<file path="src/rtl/acc_cpu_p.sv">
// Accumulator CPU: two-cycle FETCH/EXEC machine with private
// instruction and data memories loadable while idle.
module acc_cpu_p #(
    parameter int DATA_W = 8,
    parameter int ADDR_W = 4,
    localparam int IW = 4 + ADDR_W
) (
    input  logic              clk,
    input  logic              rst,
    input  logic              start,
    input  logic              imem_we,
    input  logic [ADDR_W-1:0] imem_addr,
    input  logic [IW-1:0]     imem_wdata,
    input  logic              dmem_we,
    input  logic [ADDR_W-1:0] dmem_addr,
    input  logic [DATA_W-1:0] dmem_wdata,
    output logic [ADDR_W-1:0] pc,
    output logic [DATA_W-1:0] acc,
    output logic              zf,
    output logic              cf,
    output logic              busy,
    output logic              halt
);

    typedef enum logic [1:0] {
        S_IDLE,
        S_FETCH,
        S_EXEC,
        S_HALTED
    } state_t;

    localparam logic [3:0] OP_NOP = 4'h0;
    localparam logic [3:0] OP_LDA = 4'h1;
    localparam logic [3:0] OP_STA = 4'h2;
    localparam logic [3:0] OP_ADD = 4'h3;
    localparam logic [3:0] OP_SUB = 4'h4;
    localparam logic [3:0] OP_LDI = 4'h5;
    localparam logic [3:0] OP_JMP = 4'h6;
    localparam logic [3:0] OP_JZ  = 4'h7;
    localparam logic [3:0] OP_JC  = 4'h8;
    localparam logic [3:0] OP_AND = 4'h9;
    localparam logic [3:0] OP_OR  = 4'hA;
    localparam logic [3:0] OP_HLT = 4'hF;

    localparam int DEPTH = 2 ** ADDR_W;

    state_t            state;
    logic [IW-1:0]     ir;
    logic [IW-1:0]     imem [DEPTH];
    logic [DATA_W-1:0] dmem [DEPTH];

    logic [3:0]        op;
    logic [ADDR_W-1:0] m;
    logic [DATA_W-1:0] mem_d;
    logic [DATA_W:0]   sum;
    logic [DATA_W:0]   diff;
    logic [ADDR_W-1:0] pc_inc;

    logic [DATA_W-1:0] acc_n;
    logic [ADDR_W-1:0] pc_n;
    logic              zf_n;
    logic              cf_n;
    logic              upd_z;
    logic              hlt_n;
    logic              sta_we;

    assign op     = ir[3:0];
    assign m      = ir[IW-1:4];
    assign mem_d  = dmem[m];
    assign sum    = {1'b0, acc} + {1'b0, mem_d};
    assign diff   = {1'b0, acc} - {1'b0, mem_d};
    assign pc_inc = pc + ADDR_W'(1);
    assign sta_we = (state == S_EXEC) && (op == OP_STA);

    // Decode the held instruction into next acc/flags/pc values.
    always_comb begin
        acc_n = acc;
        pc_n  = pc_inc;
        zf_n  = zf;
        cf_n  = cf;
        upd_z = 1'b0;
        hlt_n = 1'b0;
        case (op)
            OP_LDA: begin
                acc_n = mem_d;
                upd_z = 1'b1;
            end
            OP_ADD: begin
                acc_n = sum[DATA_W-1:0];
                cf_n  = sum[DATA_W];
                upd_z = 1'b1;
            end
            OP_SUB: begin
                acc_n = diff[DATA_W-1:0];
                cf_n  = diff[DATA_W];
                upd_z = 1'b1;
            end
            OP_LDI: begin
                acc_n = DATA_W'(m);
                upd_z = 1'b1;
            end
            OP_JMP: pc_n = m;
            OP_JZ: begin
                if (zf) pc_n = m;
            end
            OP_JC: begin
                if (cf) pc_n = m;
            end
            OP_AND: begin
                acc_n = acc & mem_d;
                upd_z = 1'b1;
            end
            OP_OR: begin
                acc_n = acc | mem_d;
                upd_z = 1'b1;
            end
            OP_HLT: begin
                pc_n  = pc;
                hlt_n = 1'b1;
            end
            default: ;
        endcase
        if (upd_z) zf_n = (acc_n == '0);
    end

    // Control FSM with registered architectural state and status outputs.
    always_ff @(posedge clk or posedge rst) begin
        if (rst) begin
            state <= S_IDLE;
            pc    <= '0;
            acc   <= '0;
            zf    <= 1'b0;
            cf    <= 1'b0;
            ir    <= '0;
            busy  <= 1'b0;
            halt  <= 1'b0;
        end else begin
            case (state)
                S_IDLE, S_HALTED: begin
                    if (start) begin
                        state <= S_FETCH;
                        pc    <= '0;
                        acc   <= '0;
                        zf    <= 1'b0;
                        cf    <= 1'b0;
                        busy  <= 1'b1;
                        halt  <= 1'b0;
                    end
                end
                S_FETCH: begin
                    ir    <= imem[pc];
                    state <= S_EXEC;
                end
                S_EXEC: begin
                    pc  <= pc_n;
                    acc <= acc_n;
                    zf  <= zf_n;
                    cf  <= cf_n;
                    if (hlt_n) begin
                        state <= S_HALTED;
                        busy  <= 1'b0;
                        halt  <= 1'b1;
                    end else begin
                        state <= S_FETCH;
                    end
                end
                default: state <= S_IDLE;
            endcase
        end
    end

    // Memories: load port while idle, STA store during EXEC; never cleared.
    always_ff @(posedge clk) begin
        if (imem_we && !busy) imem[imem_addr] <= imem_wdata;
        if (dmem_we && !busy) dmem[dmem_addr] <= dmem_wdata;
        else if (sta_we) dmem[m] <= acc;
    end

endmodule

</file>
<file path="config.mk">
export PLATFORM = sky130hd
export DESIGN_NAME = acc_cpu_p
export DESIGN_NICKNAME = d
export VERILOG_FILES = /design/src/rtl/acc_cpu_p.sv
export SDC_FILE = /design/constraint.sdc
export NUM_CORES = 1
export LEC_CHECK = 0
export CELL_PAD_IN_SITES_DETAIL_PLACEMENT = 1
export CELL_PAD_IN_SITES_GLOBAL_PLACEMENT = 2
export CORE_MARGIN = 8
export CORE_UTILIZATION = 48
export CTS_BUF_LIST = sky130_fd_sc_hd__clkbuf_8
export DETAILED_ROUTE_END_ITERATION = 10
export PLACE_DENSITY_LB_ADDON = 0.1
export SLEW_MARGIN = 40
export SYNTH_ARGS = -nofsm -noshare
export SYNTH_HDL_FRONTEND = slang
export SYNTH_SLANG_ARGS = --single-unit
</file>
<file path="constraint.sdc">
create_clock -name clk -period 5.3 [get_ports clk]
set_clock_uncertainty 0.1 [all_clocks]
set_input_delay 1.06 -clock clk [delete_from_list [all_inputs] [get_ports clk]]
set_output_delay 1.06 -clock clk [all_outputs]
set_load 0.02 [all_outputs]
</file>
* Word-level counts from Yosys, hierarchy flattened
Memory sizes are Yosys's and may differ from the RTL's. A register that Yosys moved wholly into a read port is not among the register bits.
Index checks and enable logic that the tools add are counted.
** Storage, ports and cells
- Bits in registers :: 18
- Memory bits (writable) :: 256
- Input bits :: 29
- Memories :: 2
** Operators by class
- Add/subtract/negate cells :: 3
- Eq/ne operators :: 19
- Muxes and demuxes :: 33
- Bitwise gates (word level) :: 2
- Reduce and logical (&&, ||, !) cells :: 15
** Memory list
- dmem :: depth 16, bits a word 8, rd ports 1, clocked after Yosys merged registers in 0, wr ports 1, RTL line 50 : logic [DATA_W-1:0] dmem [DEPTH];
- imem :: depth 16, bits a word 8, rd ports 1, clocked after Yosys merged registers in 1, wr ports 1, RTL line 49 : logic [IW-1:0] imem [DEPTH];
** Operators with widths (number)
- case mux 8 bit (6 select lines) :: 1
- == test 4 x 3 -> 1 bit, second input constant :: 4
- == test 4 bit, second input constant :: 4
- 2-to-1 mux 4 bit :: 4
- 2-to-1 mux 8 bit :: 2
- case mux 4 bit (4 select lines) :: 1
- case mux 8 bit (2 select lines) :: 1
- 2-to-1 mux 1 bit :: 15
- AND reduction 3 bit :: 4
- case mux 1 bit (2 select lines) :: 5
- adder 8 x 8 -> 9 bit :: 1
- subtractor 8 x 8 -> 9 bit :: 1
- AND 8 bit :: 1
- == test 4 x 2 -> 1 bit, second input constant :: 2
- logical NOT 8 bit :: 1
- inequality test 2 bit, second input constant :: 4
- OR 8 bit :: 1
- case mux 4 bit (2 select lines) :: 1
- OR reduction 8 bit :: 1
- case mux 2 bit (3 select lines) :: 1
- OR reduction 6 bit :: 1
- adder 4 x 1 -> 4 bit, second input constant :: 1
- == test 2 bit, second input constant :: 2
- == test 4 x 1 -> 1 bit, second input constant :: 1
- other kinds (9) :: 12

* Depth between registers and ports, before layout
Gate-level depths: netlist of the first run.
- Depth after elaboration :: 7
- Gate-level depth with buffers :: 16

* Worst setup path after synthesis of the first run
No wires, ideal clock.
- Path kind :: flip-flop to flip-flop
- From :: register ir[4] (read register of imem)
- To :: register zf
- Setup time :: 95 ps
- Arrival time :: 3572 ps
- Data required time :: 5105 ps
- Slack :: 1532 ps
- Stages on the path, launching flop included :: 14
- Path buffers :: 3
- Cell sequence :: dfrtp_1 > buf_6 > buf_1 > mux4_2 > a221oi_2 > ha_1 > clkbuf_1 > inv_1 > a21oi_1 > o31ai_1 > a221oi_1 > mux2i_1 > o32a_1 > o32ai_2
** Between the ends
- Word-level cells in the longest chain between the ends :: 6
** RTL lines
- from (decl) :: RTL line 48 : logic [IW-1:0] ir;
- memory read (16 x 8 bit)
- subtractor 8 x 8 -> 9 bit (tied with other cells) :: RTL line 71 : assign diff = {1'b0, acc} - {1'b0, mem_d};
- case mux 8 bit (6 select lines) * :: RTL line 83 : case (op)
- logical NOT 8 bit * :: RTL line 123 : if (upd_z) zf_n = (acc_n == '0);
- 2-to-1 mux 1 bit * :: RTL line 123
- case mux 1 bit (2 select lines) * :: RTL line 138 : case (state)
- to (signal assigned) :: RTL line 157 : zf <= zf_n;
- to (decl) :: RTL line 19 : output logic zf,
Every way passes the cells marked *; elsewhere a longest branch is shown, timed or not. The select of a mux whose other input is x is not followed.
A chain may end at the register's enable or synchronous reset.

* Worst setup path after layout of the first run
Same ends and word-level chain as after synthesis.

==> results of run 1 <==
==> final cells by class <==
| type | count | area share (%) |
|---|---|---|
| clock inverters | 36 | 1.956 |
| flip-flops and latches | 282 | 57.73 |
| clock buffers | 47 | 4.474 |
| inverters | 28 | 0.7270 |
| well taps | 335 | 2.899 |
| repair buffers | 67 | 4.327 |
| multi-input cells | 417 | 27.88 |
==> cell usage after synthesis (2+ instances only) <==
cell / number
and2_1: 3
o21a_1: 2
o211ai_1: 2
o22ai_1: 5
o21bai_1: 5
edfxtp_1: 256
nor3b_1: 5
nor2_1: 46
nand3b_1: 6
o32a_1: 2
a221o_1: 4
a21o_1: 2
xor2_1: 2
buf_1: 6
nand2_1: 41
mux2i_1: 9
o32ai_1: 3
a32oi_1: 2
nand3_1: 11
a221oi_1: 3
clkbuf_1: 27
o31ai_1: 3
nor4b_1: 2
o21ai_0: 37
or3_1: 4
nand2b_1: 11
a22oi_1: 15
a21oi_1: 28
fa_1: 2
ha_1: 28
nor2b_1: 8
a22o_1: 5
nor3_1: 7
nand4b_1: 2
dfrtp_1: 26
and3_1: 4
inv_1: 27
and3b_1: 2
o311a_1: 2
mux4_2: 73
buf_2: 5
mux2_2: 9
==> metal layers <==
metal	share of wire [%]	vias to the layer above	global-route usage, %
li1	-	3238	-
met2	50	183	34.29
met1	42	3780	25.36
met3	4.1	58	3.404
met4	3.1	0	7.711
met5	0	-	0
==> registers in the layout, summed over array words and instances, names as in the netlist <==
register and cells:
dmem 128, imem 128, acc 8, ir 8
pc 4, state 2, busy 1, cf 1
halt 1, zf 1
==> worst min path at each step <==
stage	slack (ps)	from	depth (start not counted)	to
final	430	halt$_DFFE_PP0P_	2	halt$_DFFE_PP0P_
after global routing	490	halt$_DFFE_PP0P_	2	halt$_DFFE_PP0P_
after CTS	440	halt$_DFFE_PP0P_	2	halt$_DFFE_PP0P_
after detailed placement	430	halt$_DFFE_PP0P_	2	halt$_DFFE_PP0P_
after global placement	410	halt$_DFFE_PP0P_	2	halt$_DFFE_PP0P_
after floorplan	440	state[1]$_DFFE_PP0P_	2	state[1]$_DFFE_PP0P_
==> worst reg2reg max path: stages (launching register included) <==
cell	delay, ps
dfrtp_4	830
mux4_2	620
mux4_2	540
ha_1	260
fa_1	470
nand3b_1	110
a21oi_1	90
a211o_1	220
a221o_1	280
nor3_1	200
nand4b_1	210
o32ai_2	280
==> cell families after synthesis <==
| kind of cell | Yosys count | synth area share, % |
|---|---|---|
| adders and majority gates | 30 | 3.110 |
| AOI/OAI and AO/OA | 135 | 7.256 |
| muxes | 91 | 14.62 |
| buffers and inverters | 67 | 2.113 |
| xor gates and xnor gates | 3 | 0.2093 |
| and+or+nand+nor | 158 | 6.270 |
| DFF | 282 | 66.42 |
==> report_power, final <==
part / switching (mW) / internal (mW) / total, mW / leakage [nW]
Clock: 0.845 / 1.07 / 1.92 / 0.526
Sequential: 0.350 / 2.51 / 2.86 / 2.63
Combinational: 1.42 / 1.17 / 2.59 / 1.67
==> through the flow <==
step | hold slack [ps] | util, %
global route | 487.4 | 55.96
global placement | 409.1 | 52.10
floorplan | 441.8 | -
CTS | 440.3 | 55.86
detailed placement | 425.3 | 52.27
finish | 435.0 | 55.96
==> results.md, run 1 <==
- Status: completed
- Hold Crit Class: reg2reg
- Layout cells sized above 1: 22.12%
- Wire per inst: 25.56 um
- Placed Cells incl. Taps: 1129
- Hold Fails Final Rpt: 0
- RSZ-0062 raised after global routing: no
- Yosys warning total: 0
- CP Max Fanout: 34
- Setup Fix Bufs, Post-CTS: 0
- Post-synth top area cell: edfxtp_1
- Reg2reg setup slack: 1000 ps
- Pre-CTS setup slack: 1010 ps
- CP required: 5670 ps
- WP data arrival: 4670 ps
- Pwr dens: 509.3 mW/mm^2
- Avg Cell Area, Syn: 16.39 um^2
- Max cap viols: 0
- Cells after Synth: 766
- Fin crit period: 4304 ps
- Synth Flop Type: edfxtp_1
- DRC: 0
- Worst-Margin Slew: 900.2 ps
- First-pass GRT wire length: 47.71 mm
- Cell row count: 59
- Placed Area: 0.01350 mm^2
- Worst VDD drop: 0.0002669 V
- Slew headroom: 39.66%
- Commonest non-fill, non-tap cell in the layout: edfxtp_1
- R2r startpoint: ir[4]$_DFFE_PP0N_
- Crit path cell chain: mux4_2 > mux4_2 > ha_1 > fa_1 > nand3b_1 > a21oi_1 > a211o_1 > a221o_1 > nor3_1 > nand4b_1 > o32ai_2
- Setup crit start: ir[4]$_DFFE_PP0N_
- Non-Filler Instances: 1212
- CTS Buffer Depth: 3
- End point of the critical path: zf$_DFFE_PP0P_
- Largest net degree at the start of global routing: 37
- Initial antenna violation count: 0
- Netlist cell types: 66
- Die ar.: 0.03158 mm^2
- Worst Setup End Kind: register
- Fillers: 2423
- Design Area, Final: 0.01446 mm^2
- Cts hold-fix bufs: 0
- Post-synthesis instance area: 0.01255 mm^2
- Post-synth EDFFs: 256
- Setup WS post-layout: 995.9 ps
- Sequential share of the synthesized area: 66.42%
- CTS tree: yes
- Post-route ant nets: 0
- Total number of vias: 7259
- HPWL after DPL: 21.42 mm
- Multi-input gate area: 0.004031 mm^2
- Clk sinks: 282
- Final slew viol count: 0
- Clk slew on worst S/H paths: 60 ps
- Max Clock Freq: 0.2323 GHz
- Setup TNS: 0 ps
- Register Area: 0.008347 mm^2
- Synth top area share: 61.24%
- Worst path slowest cell: dfrtp_4
- Crit path kind: reg2reg
- Period utilisation layout: 81.21%
- Crit Reg-Reg Endpoint: zf$_DFFE_PP0P_
- Routed wire length: 30.97 mm
- Starting Density: 48.59%
- Core area: 0.02584 mm^2
- Routability Congestion: 0.8006
- Buffers on Ports: 44
- ANT cells: 0
- Yosys reg bits: 282
- Iter 0 DRT Violations: 356
- R2R cell count: 11
- PnR Total Power: 7.363 mW
- CTS Buf Count: 46
- Crit path max-delay family: multiplexers
- CP Launch Type: register
- DR pass1 iterations: 5
- Chip height: 177.7 um
- Die width: 177.7 um
- Clk root buf: clkbuf_8
- Area grow syn2layout: 15.17%
- Clk_lat worst skew: 560 ps
- Ranking of synthesized cells by area: edfxtp_1 61%, mux4_2 13%, dfrtp_1 5.2%
- Ys async rst share: 9.220%
- H-tree levels: 2
- Setup violations, final: 0
- Post_cts resized: 0
- Most frequent cells in the layout: 256 x edfxtp_1, 73 x mux4_2, 47 x clkbuf_8
- CP max stage delay: 830 ps
- Crit path depth: 11
- WP buf/inv: 0
- DR vias/cell: 5.989
- Cell repeated most along the worst path: mux4_2
- Ports: 45
- Grt total ovfl: 0
- Number of global-route vias before repair: 7842
- Syn nets: 825
- Fin nets: 901
- GRT Total Usage: 20.09%
- Lkg Pwr: 4.826 nW
Power figures use the tool's default switching activity.
==> inputs of run 2 (changes only) <==
==> constraint.sdc (replaced) <==
create_clock -name clk -period 4.1 [get_ports clk]
set_clock_uncertainty 0.1 [all_clocks]
set_input_delay 0.82 -clock clk [delete_from_list [all_inputs] [get_ports clk]]
set_output_delay 0.82 -clock clk [all_outputs]
set_load 0.02 [all_outputs]
==> run 2 against run 1 <==
Net effect: critical path type unchanged; critical path depth is 3 higher; register-to-register slack worse by 790 ps; sequential cell count stayed put.
==> results.md, run 2 (synthesis results as in run 1) <==
- Area grow syn2layout: 16.52%
- Number of global-route vias before repair: 8199
- R2r startpoint: ir[5]$_DFFE_PP0N_
- Worst-Margin Slew: 822.8 ps
- Crit path max-delay family: compound AO/OA/AOI/OAI gates
- Pwr dens: 659.2 mW/mm^2
- Reg2reg setup slack: 200 ps
- Post-route ant nets: 0
- Setup crit start: ir[5]$_DFFE_PP0N_
- Commonest non-fill, non-tap cell in the layout: edfxtp_1
- Core area: 0.02584 mm^2
- Clk_lat worst skew: 560 ps
- Design Area, Final: 0.01463 mm^2
- Chip height: 177.7 um
- R2R cell count: 14
- Worst VDD drop: 0.0003591 V
- Hold Crit Class: reg2reg
- Crit path kind: reg2reg
- CP Launch Type: register
- Max Clock Freq: 0.2566 GHz
- Cell row count: 59
- DR pass1 iterations: 4
- Iter 0 DRT Violations: 455
- Post-layout util: 56.61%
- DRC: 0
- PnR Total Power: 9.641 mW
- Max cap viols: 0
- Period utilisation layout: 95.04%
- End point of the critical path: zf$_DFFE_PP0P_
- Setup WS post-layout: 203.3 ps
- Largest net degree at the start of global routing: 27
- Worst hold margin: 455.5 ps
- Crit path cell chain: buf_12 > buf_4 > mux4_2 > mux2_2 > a21oi_1 > buf_4 > inv_1 > ha_1 > o21ai_0 > a22oi_1 > o21ai_0 > o21ai_0 > o32a_1 > o32ai_2
- Grt total ovfl: 0
- WP buf/inv: 4
- Starting Density: 48.59%
- RSZ-0062 raised after global routing: no
- Fin nets: 934
- Clk slew on worst S/H paths: 60 ps
- Clk sinks: 282
- Crit path depth: 14
- ANT cells: 0
- CP max stage delay: 570 ps
- CP required: 4470 ps
- P_sw: 3.498 mW
- CP Max Fanout: 26
- Pre-CTS setup slack: 144.2 ps
- CTS tree: yes
- H-tree levels: 2
- Routed wire length: 32.57 mm
- Reg power frac: 36.4%
- Cts hold-fix bufs: 0
- Non-Filler Instances: 1248
- Fillers: 2422
- Clock power share: 24.4%
- Ports: 45
- Most frequent cells in the layout: 256 x edfxtp_1, 73 x mux4_2, 52 x buf_4
- CTS Buffer Depth: 3
- First-pass GRT wire length: 50.10 mm
- Int Pwr: 6.143 mW
- Final slew viol count: 0
- Clk root buf: clkbuf_8
- Total number of vias: 7417
- CTS Buf Count: 47
- Worst Setup End Kind: register
- HPWL after DPL: 22.44 mm
- Slew headroom: 44.78%
- Setup violations, final: 0
- GRT Total Usage: 21.05%
- Placed Area: 0.01369 mm^2
- WP data arrival: 4260 ps
- Hold Fails Final Rpt: 0
- Lkg Pwr: 4.984 nW
- DR vias/cell: 5.943
- Buffers on Ports: 44
- Routability Congestion: 0.8599
- Sw Share: 36.29%
- Die width: 177.7 um
- Setup TNS: 0 ps
- Placed Cells incl. Taps: 1159
- Initial antenna violation count: 0
- Cell repeated most along the worst path: o21ai_0
- Wire per inst: 26.10 um
- Layout cells sized above 1: 23.55%
- Regs by FF count: dmem (128), imem (128)
- Status: completed
- Logic pwr share: 39.2%
- Die ar.: 0.03158 mm^2
- Crit Reg-Reg Endpoint: zf$_DFFE_PP0P_
- Worst path slowest cell: mux4_2
- Fin crit period: 3897 ps
-- run 2: changes by cell type in the layout (fill, tap and decap cells not counted), sizes merged --
| cell | change |
|---|---|
| buf | +31 |
| bufinv | -3 |
| clkbuf | +2 |
| clkinv | +4 |
| clkinvlp | +1 |
| inv | +1 |
-- run 2: routing by layer --
| metal | GRT usage (%) | wire length, um | vias to the layer above |
|---|---|---|---|
| met5 | 0 | 0 | - |
| met2 | 36.85 | 16880 | 184 |
| met4 | 5.766 | 629 | 0 |
| met1 | 26.58 | 13680 | 3894 |
| li1 | - | - | 3295 |
| met3 | 3.723 | 1374 | 44 |
-- run 2: worst register-to-register path, stage by stage, from the launching register on --
cell     delay, ps
dfrtp_1        420
buf_12         230
buf_4          270
mux4_2         570
mux2_2         280
a21oi_1        290
buf_4          200
inv_1           40
ha_1           180
o21ai_0        190
a22oi_1        100
o21ai_0        150
o21ai_0        130
o32a_1         400
o32ai_2        260
-- run 2: timing repair --
item	CTS	global route
setup buffers	0	1
gates resized for setup	0	4
setup endpoints to repair	0	2
-- run 2: cell type report --
cell class / instances / area [um^2] / area share [%]
Multi-Input combinational cell: 417 / 3976 / 27.19
Inverter: 28 / 105.1 / 0.7186
Timing Repair Buffer: 99 / 895.9 / 6.125
Tap cell: 335 / 419.2 / 2.866
Clock inverter: 39 / 229.0 / 1.565
Clock buffer: 48 / 660.6 / 4.517
Sequential cell: 282 / 8341 / 57.02
-- run 2: worst min-delay path by stage --
stage / start / end / slack [ps] / cells after the start
global route: cf$_DFFE_PP0P_ / cf$_DFFE_PP0P_ / 520 / 2
floorplan: state[1]$_DFFE_PP0P_ / state[1]$_DFFE_PP0P_ / 440 / 2
CTS: halt$_DFFE_PP0P_ / halt$_DFFE_PP0P_ / 460 / 2
global placement: halt$_DFFE_PP0P_ / halt$_DFFE_PP0P_ / 400 / 2
finish: halt$_DFFE_PP0P_ / halt$_DFFE_PP0P_ / 460 / 2
detailed placement: cf$_DFFE_PP0P_ / cf$_DFFE_PP0P_ / 450 / 2
-- run 2: power by group through the flow --
stage | Combinational (mW) | Clock, mW | Sequential, mW
2_1_floorplan | 2.57 | 0 | 3.44
3_3_place_gp | 3.59 | 0 | 3.56
3_5_place_dp | 3.71 | 0 | 3.57
4_1_cts | 3.73 | 2.41 | 3.51
5_1_grt | 4.09 | 2.53 | 3.54
6_report | 3.78 | 2.35 | 3.51
